### config.mk
export PLATFORM = sky130hd
export DESIGN_NAME = wb_bus_controller
export DESIGN_NICKNAME = d
export VERILOG_FILES = /design/src/rtl/wb_bus_controller.sv
export SDC_FILE = /design/constraint.sdc
export NUM_CORES = 1
export LEC_CHECK = 0
export BUFFER_PORTS_ARGS = -buffer_cell sky130_fd_sc_hd__buf_4
export CAP_MARGIN = 5
export CORE_AREA = 5 5 103 105
export CTS_CLUSTER_SIZE = 24
export DETAILED_ROUTE_END_ITERATION = 16
export DIE_AREA = 0 0 108 110
export PLACE_DENSITY = 0.73
export SLEW_MARGIN = 0
export SYNTH_ARGS = -nofsm -noshare
export SYNTH_HDL_FRONTEND = slang
export SYNTH_SLANG_ARGS = --single-unit
### constraint.sdc
create_clock -name clk -period 3 [get_ports clk]
set_input_delay 0.45 -clock clk [delete_from_list [all_inputs] [get_ports clk]]
set_output_delay 0.45 -clock clk [all_outputs]
set_load 0.05 [all_outputs]
### src/rtl/wb_bus_controller.sv
// Wishbone master-to-slave bus controller: decodes one master onto bootrom, RAM and IO slaves.
// Handles one outstanding transaction, with a bus error on unmapped addresses or slave timeout.
module wb_bus_controller #(
   parameter int TIMEOUT = 255
) (
   input  logic        clk,
   input  logic        reset,
   input  logic [31:0] i_wb_addr,
   input  logic [31:0] i_wb_data,
   input  logic        i_wb_we,
   input  logic        i_wb_cyc,
   input  logic        i_wb_stb,
   output logic [31:0] o_wb_data,
   output logic        o_wb_ack,
   output logic        o_wb_err,
   output logic        o_wb_stall,
   output logic [31:0] o_s_addr,
   output logic [31:0] o_s_data,
   output logic        o_s_we,
   output logic [2:0]  o_s_cyc,
   output logic [2:0]  o_s_stb,
   input  logic [31:0] i_s_data0,
   input  logic [31:0] i_s_data1,
   input  logic [31:0] i_s_data2,
   input  logic [2:0]  i_s_ack,
   input  logic [2:0]  i_s_stall
);

   localparam int CNT_W = (TIMEOUT > 255) ? $clog2(TIMEOUT + 1) : 8;
   // The counter equals the number of WAIT cycles already spent, so the
   // last permitted WAIT cycle is the one where it reads TIMEOUT-1.
   localparam logic [CNT_W-1:0] CNT_LAST = CNT_W'(TIMEOUT - 1);

   typedef enum logic [1:0] {
      IDLE,
      WAIT,
      ERR
   } state_t;

   state_t           state;
   state_t           state_next;
   logic [1:0]       sel_idx;
   logic [1:0]       dec_idx;
   logic             dec_hit;
   logic             dec_stall;
   logic [CNT_W-1:0] tmo_cnt;
   logic             req;
   logic             accept;
   logic             sel_ack;
   logic [31:0]      sel_data;

   assign o_s_addr = i_wb_addr;
   assign o_s_data = i_wb_data;
   assign o_s_we   = i_wb_we;
   assign req      = i_wb_cyc & i_wb_stb;

   always_comb begin
      dec_hit   = 1'b1;
      dec_idx   = 2'd0;
      dec_stall = 1'b0;
      if (i_wb_addr[31:15] == 17'h16000) begin
         dec_idx = 2'd0;
      end else if (i_wb_addr[31:15] == 17'h16001) begin
         dec_idx = 2'd1;
      end else if (i_wb_addr[31:16] == 16'hc000) begin
         dec_idx = 2'd2;
      end else begin
         dec_hit = 1'b0;
      end
      case (dec_idx)
         2'd0:    dec_stall = dec_hit & i_s_stall[0];
         2'd1:    dec_stall = dec_hit & i_s_stall[1];
         2'd2:    dec_stall = dec_hit & i_s_stall[2];
         default: dec_stall = 1'b0;
      endcase
   end

   always_comb begin
      sel_ack  = 1'b0;
      sel_data = 32'h0;
      case (sel_idx)
         2'd0: begin sel_ack = i_s_ack[0]; sel_data = i_s_data0; end
         2'd1: begin sel_ack = i_s_ack[1]; sel_data = i_s_data1; end
         2'd2: begin sel_ack = i_s_ack[2]; sel_data = i_s_data2; end
         default: begin sel_ack = 1'b0; sel_data = 32'h0; end
      endcase
   end

   always_comb begin
      state_next = state;
      o_wb_stall = 1'b0;
      o_wb_err   = 1'b0;
      o_s_cyc    = 3'b000;
      o_s_stb    = 3'b000;
      accept     = 1'b0;
      case (state)
         IDLE: begin
            o_wb_stall = dec_stall;
            if (dec_hit) begin
               o_s_cyc[dec_idx] = req;
               o_s_stb[dec_idx] = req;
            end
            accept = req & ~dec_stall;
            if (accept) begin
               state_next = dec_hit ? WAIT : ERR;
            end
         end
         WAIT: begin
            o_wb_stall       = 1'b1;
            o_s_cyc[sel_idx] = 1'b1;
            // Abort beats ack, and ack beats timeout.
            if (!i_wb_cyc) begin
               state_next = IDLE;
            end else if (sel_ack) begin
               state_next = IDLE;
            end else if (tmo_cnt == CNT_LAST) begin
               state_next = ERR;
            end
         end
         ERR: begin
            o_wb_stall = 1'b1;
            o_wb_err   = 1'b1;
            state_next = IDLE;
         end
         default: state_next = IDLE;
      endcase
      if (reset) begin
         o_s_cyc = 3'b000;
         o_s_stb = 3'b000;
      end
   end

   always_ff @(posedge clk) begin
      if (reset) begin
         state     <= IDLE;
         tmo_cnt   <= '0;
         sel_idx   <= 2'd0;
         o_wb_ack  <= 1'b0;
         o_wb_data <= 32'h0;
      end else begin
         state    <= state_next;
         o_wb_ack <= 1'b0;
         if (state == IDLE && accept && dec_hit) begin
            sel_idx <= dec_idx;
            tmo_cnt <= '0;
         end
         if (state == WAIT) begin
            tmo_cnt <= tmo_cnt + 1'b1;
            if (i_wb_cyc && sel_ack) begin
               o_wb_data <= sel_data;
               o_wb_ack  <= 1'b1;
            end
         end
      end
   end

endmodule
# [Word-level counts from Yosys, hierarchy flattened]
# Cells that the tools add are included.
[totals] in_bits=171 regBits=45 word_cells=73 output_inout_bits=106
[op_classes] muxes=30 magnitude_cmp=4 n_eq_ne=12 n_addsub=1 bitwise=8 n_reduce_logical=13
[ops] op="$pmux W32 S3" count=1
[ops] op="$eq A17 B17 Y1 const B" count=2
[ops] op="$eq A16 B16 Y1 const B" count=1
[ops] op="$mux W2" count=8
[ops] op="$mux W8" count=2
[ops] op="$mux W3" count=4
[ops] op="$add A8 B1 Y8 const B" count=1
[ops] op="$eq A8 B8 Y1 const B" count=1
[ops] op="$mux W1" count=8
[ops] op="$eq A2 B1 Y1 const B" count=3
[ops] op="$eq A2 B2 Y1 const B" count=3
[ops] op="$logic_not A2 Y1" count=3
[ops] op="$lt A2 B3 Y1 const B" count=2
[ops] op="$pmux W1 S3" count=2
[ops] op="$pmux W3 S2" count=1
[ops] op="$and A1 B1 Y1" count=5
[ops] op="$logic_and A1 B1 Y1" count=5
[ops] op="$demux W1 S2" count=2
[ops] op="$ge A2 B1 Y1 const B" count=2
[ops] op="$ne A4 B4 Y1 const B" count=1
[ops] op="$pmux W2 S2" count=1
[ops] op="$reduce_and A2 Y1" count=2
[ops] op="$reduce_or A2 Y1" count=2
[ops] op="$and A3 B3 Y3" count=1
[ops] op="other kinds (4)" count=5

# [Logic depth before layout (Yosys ltp)]
# Gate-level depths: netlist of run 1.
[logic_depth] ltp_word=13 mapped_depth=11 ltp_nobuf=10

# [Worst setup path after synthesis of run 1]
# No wires, ideal clock.
[synth_timing] path_kind="in2out" start="input i_wb_addr[17]" end="output o_wb_stall" stages=10 t_arrival_ps=2991 required_ps=2550 path_buffers=0 slack_ps=-441 cell_sequence="nor4_2 nand4_2 nor2_1 inv_1 ha_1 nor2_1 a211oi_2 nor4b_1 nor2_1 nor2_1"
[synth_between] word_cells_on_any_way=17 classes_between="5 x eq/ne; 8 x mux; 3 x bitwise; 1 x reduce/logical"
[synth_rtl] element="start, declared" line="8" text="input logic [31:0] i_wb_addr,"
[synth_rtl] element="$eq A17 B17 Y1" line="63" text="end else if (i_wb_addr[31:15] == 17'h16001) begin"
[synth_rtl] element="$mux W2" line="63"
[synth_rtl] element="$mux W2 (*)" line="61" text="if (i_wb_addr[31:15] == 17'h16000) begin"
[synth_rtl] element="named net dec_idx[0]" line="43" text="logic [1:0] dec_idx;"
[synth_rtl] element="$eq A2 B2 Y1, or another cell as far along" line="70" text="case (dec_idx)"
[synth_rtl] element="$pmux W1 S3 (*)" line="70"
[synth_rtl] element="$pmux W1 S2 (*)" line="96" text="case (state)"
[synth_rtl] element="end, declared" line="16" text="output logic o_wb_stall,"
# The timed path passes the listed nets; every way through them passes the cells marked *.

# [Final worst setup path of run 1]
[layout_timing] start="input i_wb_addr[19]" end="output o_wb_stall"
# Same word-level chain as after synthesis.

==> impl_metrics.tcl, run 1 <==
set metrics [dict create \
    rows 36 \
    ff2ff_setup_slack_ns 0.81 \
    postRouteAntennaNets 0 \
    clk_path_buf_depth 2 \
    p_comb_frac 0.222 \
    cts.htree.levels 2 \
    dp_cells 640 \
    ir_worst_vdd_mv 0.148 \
    cts_buffers 5 \
    drv_cap 0 \
    grt_max_degree 50 \
    timing.setup.tns_ns -0.00255 \
    synth_cells 402 \
    power_density_nw_per_um2 296 \
    synth_cell_types 39 \
    antenna_found_initial 0 \
    die-area_um2 11900 \
    grt_overflow 0 \
    nFillCells 932 \
    grt_pass1_wl_um 14400 \
    drt_pass1_iterations 6 \
    cts_tree "built" \
    setup-violations-final 1 \
    clk-insertion-delay-late_ns 0.30 \
    fin_total_pwr_mw 1.37 \
    gp_congestion 0.790 \
    drv_slew 0 \
    crit_path_max_fanout 3 \
    synth_edf_count 0 \
    drc 0 \
    final_common_cell "buf_4" \
    p_switching_uw 356 \
    clock.fmax_ghz 0.333 \
    root_buffer "clkbuf_8" \
    hold_class "in -> reg" \
    worstPathRequired_ns 2.55 \
    post-dp-hpwl_um 7570 \
    crit_arrival_ns 2.55 \
    tightest_slew_ns 1.15 \
    wl_per_cell_um 15.2 \
    drive_gt1_frac 0.458 \
    end_kind "primary output" \
    vias 3176 \
    status "complete, but fails checks" \
    clk_pin_slew_ns 0.09 \
    fin_crit_ns 3.00 \
    routed_via_density 4.85 \
    wirelength_um 9970 \
    async_reset_ff_frac 0 \
    grt_use_total 0.151 \
    initial_core_util 0.338 \
    worstSetupPathType "in -> out" \
    ioPinCount 277 \
    power_switching_share 0.261 \
    diodes 0 \
    avgSynthCellArea_um2 8.03 \
    violations "setup timing" \
    final_cells 655 \
    syn_to_final_growth_pct 42.8 \
    cell_internal_pwr_mw 1.01 \
    p_leak_nw 1.93 \
    fin_crit_sh 1.00 \
    drtIter0Drc 125 \
    synth_area_um2 3230 \
    syn-num-nets 583 \
    skew_ns 0.00875 \
    seqPwrFrac 0.440 \
    rsz0062_at_grt "yes" \
    nNetsFinal 702 \
    cts_sinks 45 \
    grt_pass1_vias 2989 \
    coreArea_um2 9550 \
    yosys_register_bits 45 \
    yosysSeqAreaShare 0.279 \
    port_buffers 180 \
    relSlewSlack 0.231 \
    cp-start-kind "primary input" \
    pwr-share-clk 0.338 \
    worst_slack_ns -0.00255 \
    ys_warn_count 0 \
    final-hold-violation-count 0 \
    fp.dieH_um 110 \
    chipWidth_um 108 \
    synth_flop_cell "dfxtp_1" \
    layout_common_cells "buf_4 (199), nor2_1 (66), dfxtp_1 (43), mux2i_1 (40), a21oi_1 (33)" \
    finalCoreUtilization 0.482 \
]
-- sequential cells by signal, indices dropped and copies added, names as in the netlist --
register,cells
o_wb_ack,1
o_wb_data,32
sel_idx,2
state,2
tmo_cnt,8
-- layer usage --
layer	GRT usage	routed length [µm]
met5	0	0
met3	0.0489	897
met2	0.271	5250
met1	0.171	3650
met4	0.0469	169
-- cells by family after synthesis --
group	after synthesis	synth area share
AND/OR/NAND/NOR	119	0.181
multiplexers	40	0.124
flip-flops	45	0.279
buffers and inverters	101	0.197
AO/OA/AOI/OAI	87	0.180
adder cells (fa/ha/maj)	10	0.0388
-- worst paths after layout --
kind                            depth (start not counted)               startpoint                          to
worst min register to register                          1  tmo_cnt[4]$_SDFFE_PP0P_     tmo_cnt[4]$_SDFFE_PP0P_
worst min-delay path                                    3            i_s_data1[18]  o_wb_data[18]$_SDFFE_PP0P_
worst max register to register                          7  sel_idx[0]$_SDFFE_PP0P_   o_wb_data[5]$_SDFFE_PP0P_
worst max-delay path                                   13            i_wb_addr[19]                  o_wb_stall
-- cell type report --
cell class                      instances  area (µm²)  area share
Clock buffer                            6        72.6      0.0158
Clock inverter                          2        38.8     0.00842
Inverter                                8        32.5     0.00706
Multi-Input combinational cell        256        1820       0.394
Sequential cell                        45         903       0.196
Tap cell                              133         166      0.0361
Timing Repair Buffer                  205        1580       0.342
-- Yosys cell counts (3+ instances only) --
cell type	count	area, µm²
nor2_1	70	263
buf_4	65	488
dfxtp_1	45	901
mux2i_1	40	400
a21oi_1	33	165
a211oi_1	29	218
clkbuf_1	17	63.8
nand2_1	12	45.0
buf_2	10	50.1
ha_1	10	125
nand3_1	10	50.1
inv_1	8	30.0
o21ai_0	7	35.0
and3_1	6	37.5
a311oi_1	5	43.8
a41oi_1	3	26.3
or3b_2	3	26.3
-- critical path, stage by stage --
cell,delay (ns)
buf_8,0.10
nor4_4,0.34
nand4_4,0.19
nor2_4,0.18
buf_6,0.12
ha_4,0.12
a22oi_2,0.08
a211oi_2,0.28
nor4b_2,0.23
buf_4,0.16
nor2_4,0.04
nor2_4,0.10
buf_8,0.15
-- power by group through the flow --
stage	sequential [mW]	combinational, mW	clock (mW)
finish	0.600	0.303	0.462
global route	0.601	0.325	0.510
CTS	0.600	0.295	0.481
detailed placement	0.614	0.289	0
global placement	0.614	0.283	0
floorplan	0.614	0.309	0
-- per-stage QoR --
stage / setup slack, ns / instance area, µm² / hold slack [ns]
finish: -0.00255 / 4610 / 0.482
global route: -0.171 / 4610 / 0.473
CTS: 0.00261 / 4460 / 0.471
detailed placement: -0.123 / 4310 / 0.465
global placement: -0.0788 / 4310 / 0.460
floorplan: -0.111 / 3240 / 0.443
-- what timing repair did --
action	in CTS	in global routing
resized for setup	7	21
setup endpoints to repair	1	2
pin swaps	3	10
buffers inserted	1	6
hold buffers	0	0
(Power assumes the default switching activity.)
==> run 2, diff against run 1 <==
SETUP_SLACK_MARGIN = 0.3   (was unset)
==> run 2 against run 1 <==
The run now ends clean. Routed wire length up 0.77%. Sequential share of layout area down 0.34 points. Final area up 1.8%. Flip-flop and latch count unchanged. Sequential power about the same. Combinational power about the same. Critical endpoint unchanged.
==> impl_metrics.tcl, run 2 (synthesized netlist as in run 1, its figures left out) <==
set metrics [dict create \
    status "finished clean" \
    post-dp-hpwl_um 7570 \
    fin_crit_ns 2.95 \
    die-area_um2 11900 \
    final-hold-violation-count 0 \
    nNetsFinal 702 \
    cts_hold_buf 0 \
    cts.htree.levels 2 \
    timing.setup.tns_ns 0 \
    clk_path_buf_depth 2 \
    wl_per_cell_um 15.3 \
    cell_internal_pwr_mw 1.01 \
    initial_core_util 0.338 \
    worst_path_most_repeated_cell "nor2_4" \
    p_switching_uw 358 \
    top_register "o_wb_data" \
    power_density_nw_per_um2 292 \
    p_comb_frac 0.223 \
    rsz0062_at_grt "yes" \
    layout_common_cells "buf_4 (194), nor2_1 (64), dfxtp_1 (43), mux2i_1 (40), a21oi_1 (31)" \
    relSlewSlack 0.554 \
    clock.fmax_ghz 0.339 \
    grt_use_total 0.154 \
    worstPathRequired_ns 2.55 \
    wirelength_um 10000 \
    cts_sinks 45 \
    crit_arrival_ns 2.50 \
    p_leak_nw 1.94 \
    hold_class "reg -> reg" \
    fin_total_pwr_mw 1.37 \
    gp_congestion 0.790 \
    nFillCells 930 \
    vias 3173 \
    rows 36 \
    drv_slew 0 \
    ioPinCount 277 \
    reg_top3 "o_wb_data: 32 flops, tmo_cnt: 8 flops" \
    worstPathCellList "buf_4 > nor4_4 > nand4_4 > nor2_4 > inv_4 > ha_4 > nor2_2 > a211oi_2 > nor4b_2 > buf_4 > nor2_4 > nor2_4 > buf_8" \
    chipWidth_um 108 \
    drt_pass1_iterations 6 \
    fin_area_um2 4690 \
    final_cells 655 \
    fin_crit_sh 0.983 \
    post_dp_cell_area_um2 4310 \
    worstSetupPathType "in -> out" \
    drtIter0Drc 106 \
    power_switching_share 0.262 \
    tightest_slew_ns 0.668 \
    coreArea_um2 9550 \
    drv_cap 0 \
    syn_to_final_growth_pct 45.3 \
    grt_max_degree 50 \
    routed_via_density 4.84 \
    clk_pin_slew_ns 0.08 \
    cp-start-kind "primary input" \
    postRouteAntennaNets 0 \
    critPathMaxStageDelay_ns 0.31 \
    grt_pass1_vias 3022 \
    antenna_found_initial 0 \
    root_buffer "clkbuf_8" \
    diodes 0 \
    grt_pass1_wl_um 14600 \
    clk-insertion-delay-late_ns 0.30 \
    cts_buffers 5 \
    dp_cells 640 \
    largest_reg_flops 32 \
    cts_tree "built" \
    drive_gt1_frac 0.479 \
    end_kind "primary output" \
    whs_ns 0.478 \
    setup-violations-final 0 \
    pwr-share-clk 0.338 \
    seqPwrFrac 0.439 \
    drc 0 \
    ir_worst_vdd_mv 0.148 \
    skew_ns 0.00921 \
    port_buffers 180 \
    fp.dieH_um 110 \
    slowest_stage "nor4_4" \
    final_common_cell "buf_4" \
    grt_overflow 0 \
    crit_path_max_fanout 3 \
]
run 2: changes by cell type in the layout (fill, tap and decap cells not counted), moves of 2 or more:
cell      previous run  this run
a21oi_2              0         2
a311oi_2             0         3
nor2_2               0         2
a21oi_1             33        31
buf_4              199       194
nor2_1              66        64
a311oi_1             5         2
and3_4               0         2
buf_6                3         7
and3_1               5         3
run 2: power groups by stage:
stage                     Clock [mW]  Sequential, mW  Combinational (mW)
after global routing           0.510           0.601               0.327
after CTS                      0.481           0.600               0.298
after detailed placement           0           0.614               0.289
after global placement             0           0.614               0.283
final                          0.462           0.600               0.305
after floorplan                    0           0.614               0.309
run 2: cell type report:
| type | instances | area [µm²] | area share |
|---|---|---|---|
| clock buffers | 6 | 72.6 | 0.0155 |
| clock inverters | 2 | 38.8 | 0.00827 |
| inverters | 8 | 32.5 | 0.00694 |
| multi-input cells | 256 | 1870 | 0.399 |
| flip-flops and latches | 45 | 903 | 0.193 |
| well taps | 133 | 166 | 0.0355 |
| repair buffers | 205 | 1610 | 0.342 |
run 2: worst paths after layout:
| kind | startpoint | endpoint | slack [ns] | depth (start not counted) |
|---|---|---|---|---|
| max | i_wb_addr[17] | o_wb_stall | 0.05 | 13 |
| min | tmo_cnt[4]$_SDFFE_PP0P_ | tmo_cnt[4]$_SDFFE_PP0P_ | 0.48 | 1 |
| max reg2reg | sel_idx[0]$_SDFFE_PP0P_ | o_wb_data[5]$_SDFFE_PP0P_ | 0.80 | 7 |
| min reg2reg | tmo_cnt[4]$_SDFFE_PP0P_ | tmo_cnt[4]$_SDFFE_PP0P_ | 0.48 | 1 |
run 2: what timing repair did:
action | CTS | global route
setup endpoints to repair | 2 | 6
pin swaps | 5 | 19
gates resized for setup | 16 | 31
hold endpoints to repair | 0 | 0
setup buffers | 2 | 5
run 2: per-stage QoR:
| step | utilization | worst slack [ns] |
|---|---|---|
| after CTS | 0.473 | 0.0904 |
| final | 0.491 | 0.0524 |
| after global routing | 0.491 | -0.0625 |
| after floorplan | - | -0.111 |
| after detailed placement | 0.451 | -0.123 |
| after global placement | 0.451 | -0.0788 |
run 2: critical path: cells and delay by family:
kind	cells	cell delay (ns)
AOI/OAI and AO/OA	1	0.18
buffers and inverters	4	0.49
and+or+nand+nor	7	1.09
adders and majority gates	1	0.28
run 2: layer usage:
metal	track usage	vias to the layer above	part of all wire	routed length, µm
li1	-	1581	-	-
met1	0.174	1442	0.37	3670
met2	0.275	125	0.53	5290
met3	0.0489	25	0.089	895
met4	0.0496	0	0.019	187
met5	0	-	0	0
==> run 3, diff against run 2 <==
CORE_AREA = 5 5 105 107   (was 5 5 103 105)
DIE_AREA = 0 0 110 112   (was 0 0 108 110)
PLACE_DENSITY = 0.7   (was 0.73)
clock period = 3.4 ns   (was 3 ns; I/O delays follow)
==> run 3 against run 2 <==
Sequential share of layout area increased by 1.0 points. Final cell count decreased by 1.4%. Critical path depth is 1 lower.
==> impl_metrics.tcl, run 3 (synthesized netlist as in run 1, its figures left out) <==
set metrics [dict create \
    setup.worst_path.start "i_wb_addr[25]" \
    ff2ff_setup_slack_ns 0.89 \
    grt_pass1_vias 3104 \
    reg_top3 "o_wb_data: 32 flops, tmo_cnt: 8 flops" \
    largest_reg_flops 32 \
    rows 37 \
    drtIter0Drc 151 \
    drive_gt1_frac 0.439 \
    crit_arrival_ns 2.47 \
    cts_sinks 45 \
    drv_slew 0 \
    r2r_cells 6 \
    worstReg2RegEnd "o_wb_data[14]$_SDFFE_PP0P_" \
    initial_core_util 0.321 \
    critPathTopFamily "simple AND/OR/NAND/NOR gates" \
    drc 0 \
    min_from "tmo_cnt[4]$_SDFFE_PP0P_" \
    timing.rr.start "state[1]$_SDFFE_PP0P_" \
    fin_total_pwr_mw 1.20 \
    fin_crit_sh 0.876 \
    layout_common_cells "buf_4 (192), nor2_1 (66), dfxtp_1 (43), mux2i_1 (40), a21oi_1 (33)" \
    syn_to_final_growth_pct 37.9 \
    clk_path_buf_depth 2 \
    power_density_nw_per_um2 270 \
    postRouteAntennaNets 0 \
    top_register "o_wb_data" \
    crit_path_max_fanout 3 \
    worstPathRequired_ns 2.89 \
    hold_depth 1 \
    clk-insertion-delay-late_ns 0.29 \
    post-dp-hpwl_um 8020 \
    status "finished clean" \
    finalCoreUtilization 0.443 \
    fp.dieH_um 112 \
    ioPinCount 277 \
    clock.fmax_ghz 0.336 \
    hold_class "reg -> reg" \
    gp_congestion 0.821 \
    root_buffer "clkbuf_8" \
    antenna_found_initial 0 \
    end_kind "primary output" \
    coreArea_um2 10000 \
    p_switching_uw 317 \
    grt_use_total 0.158 \
    grt_pass1_wl_um 15500 \
    slowest_stage "nor4b_4" \
    tightest_slew_ns 0.657 \
    cell_internal_pwr_uw 884 \
    grt_max_degree 50 \
    worstSetupPathType "in -> out" \
    power_switching_share 0.264 \
    cts.htree.levels 2 \
    p_comb_frac 0.216 \
    die-area_um2 12300 \
    grt_overflow 0 \
    rsz0062_at_grt "no" \
    p_leak_nw 1.85 \
    port_buffers 180 \
    cts_tree "built" \
    worstPathCellList "buf_4 > nor4_4 > nand4_2 > nor2_2 > buf_4 > ha_2 > a22oi_2 > a211oi_4 > nor4b_4 > nor2_2 > nor2_4 > buf_8" \
    whs_ns 0.486 \
    routed_via_density 4.79 \
    seqPwrFrac 0.441 \
    final-hold-violation-count 0 \
    vias 3097 \
    cp-start-kind "primary input" \
    wirelength_um 10200 \
    critical_path_buf_inv_count 3 \
    diodes 0 \
    crit_cells 12 \
    final_common_cell "buf_4" \
    drv_cap 0 \
    nNetsFinal 690 \
    critPathMaxStageDelay_ns 0.28 \
    clk_pin_slew_ns 0.09 \
    chipWidth_um 110 \
    setup-violations-final 0 \
    fin_crit_ns 2.98 \
    wl_per_cell_um 15.8 \
    pwr-share-clk 0.344 \
    crit_end "o_wb_stall" \
    drt_pass1_iterations 4 \
    cts_buffers 5 \
    skew_ns 0.00578 \
    ir_worst_vdd_mv 0.146 \
    relSlewSlack 0.562 \
]
run 3: worst min-delay path by stage:
stage | endpoint | slack, ns
final | tmo_cnt[4]$_SDFFE_PP0P_ | 0.49
after global routing | tmo_cnt[7]$_SDFFE_PP0P_ | 0.52
after CTS | tmo_cnt[4]$_SDFFE_PP0P_ | 0.48
after detailed placement | tmo_cnt[4]$_SDFFE_PP0P_ | 0.47
after global placement | tmo_cnt[4]$_SDFFE_PP0P_ | 0.46
after floorplan | tmo_cnt[4]$_SDFFE_PP0P_ | 0.44
run 3: area by class of cell:
| class | count | area, µm² |
|---|---|---|
| Clock buffer | 6 | 72.6 |
| Clock inverter | 2 | 38.8 |
| Fill cell | 1003 | 5600 |
| Inverter | 8 | 30.0 |
| Multi-Input combinational cell | 256 | 1780 |
| Sequential cell | 45 | 903 |
| Tap cell | 136 | 170 |
| Timing Repair Buffer | 193 | 1460 |
run 3: routing by layer:
layer,GRT usage,wire [µm]
met5,0,0
met3,0.0458,828
met2,0.294,5370
met4,0.0715,413
met1,0.158,3590
run 3: timing repair:
action                     CTS  global route
pin swaps                    3             4
hold buffers                 0             0
gates resized for setup      8             7
setup endpoints to repair    1             1
buffers inserted             2             0
run 3: metrics by stage:
step	worst slack (ns)	instance area [µm²]	std cells	TNS (ns)
4_1_cts	0.317	4420	646	0
6_report	0.423	4450	646	0
5_1_grt	0.286	4450	646	0
3_5_place_dp	-0.0885	4240	636	-0.0885
3_3_place_gp	-0.0143	4240	636	-0.0143
2_1_floorplan	0.169	3240	402	0
run 3: power by group through the flow:
stage | logic [mW] | registers (mW) | clock network (mW)
after global routing | 0.278 | 0.530 | 0.447
after CTS | 0.258 | 0.530 | 0.431
after floorplan | 0.272 | 0.542 | 0
after detailed placement | 0.251 | 0.542 | 0
final | 0.259 | 0.529 | 0.413
after global placement | 0.246 | 0.542 | 0
run 3: worst reg2reg max path, delay by kind of cell, from the launching register on:
| family | cells | cell delay [ns] |
|---|---|---|
| adders and majority gates | 1 | 0.58 |
| buffers and inverters | 2 | 0.49 |
| DFF | 1 | 0.35 |
| and+or+nand+nor | 2 | 0.79 |
| AOI/OAI and AO/OA | 1 | 0.22 |
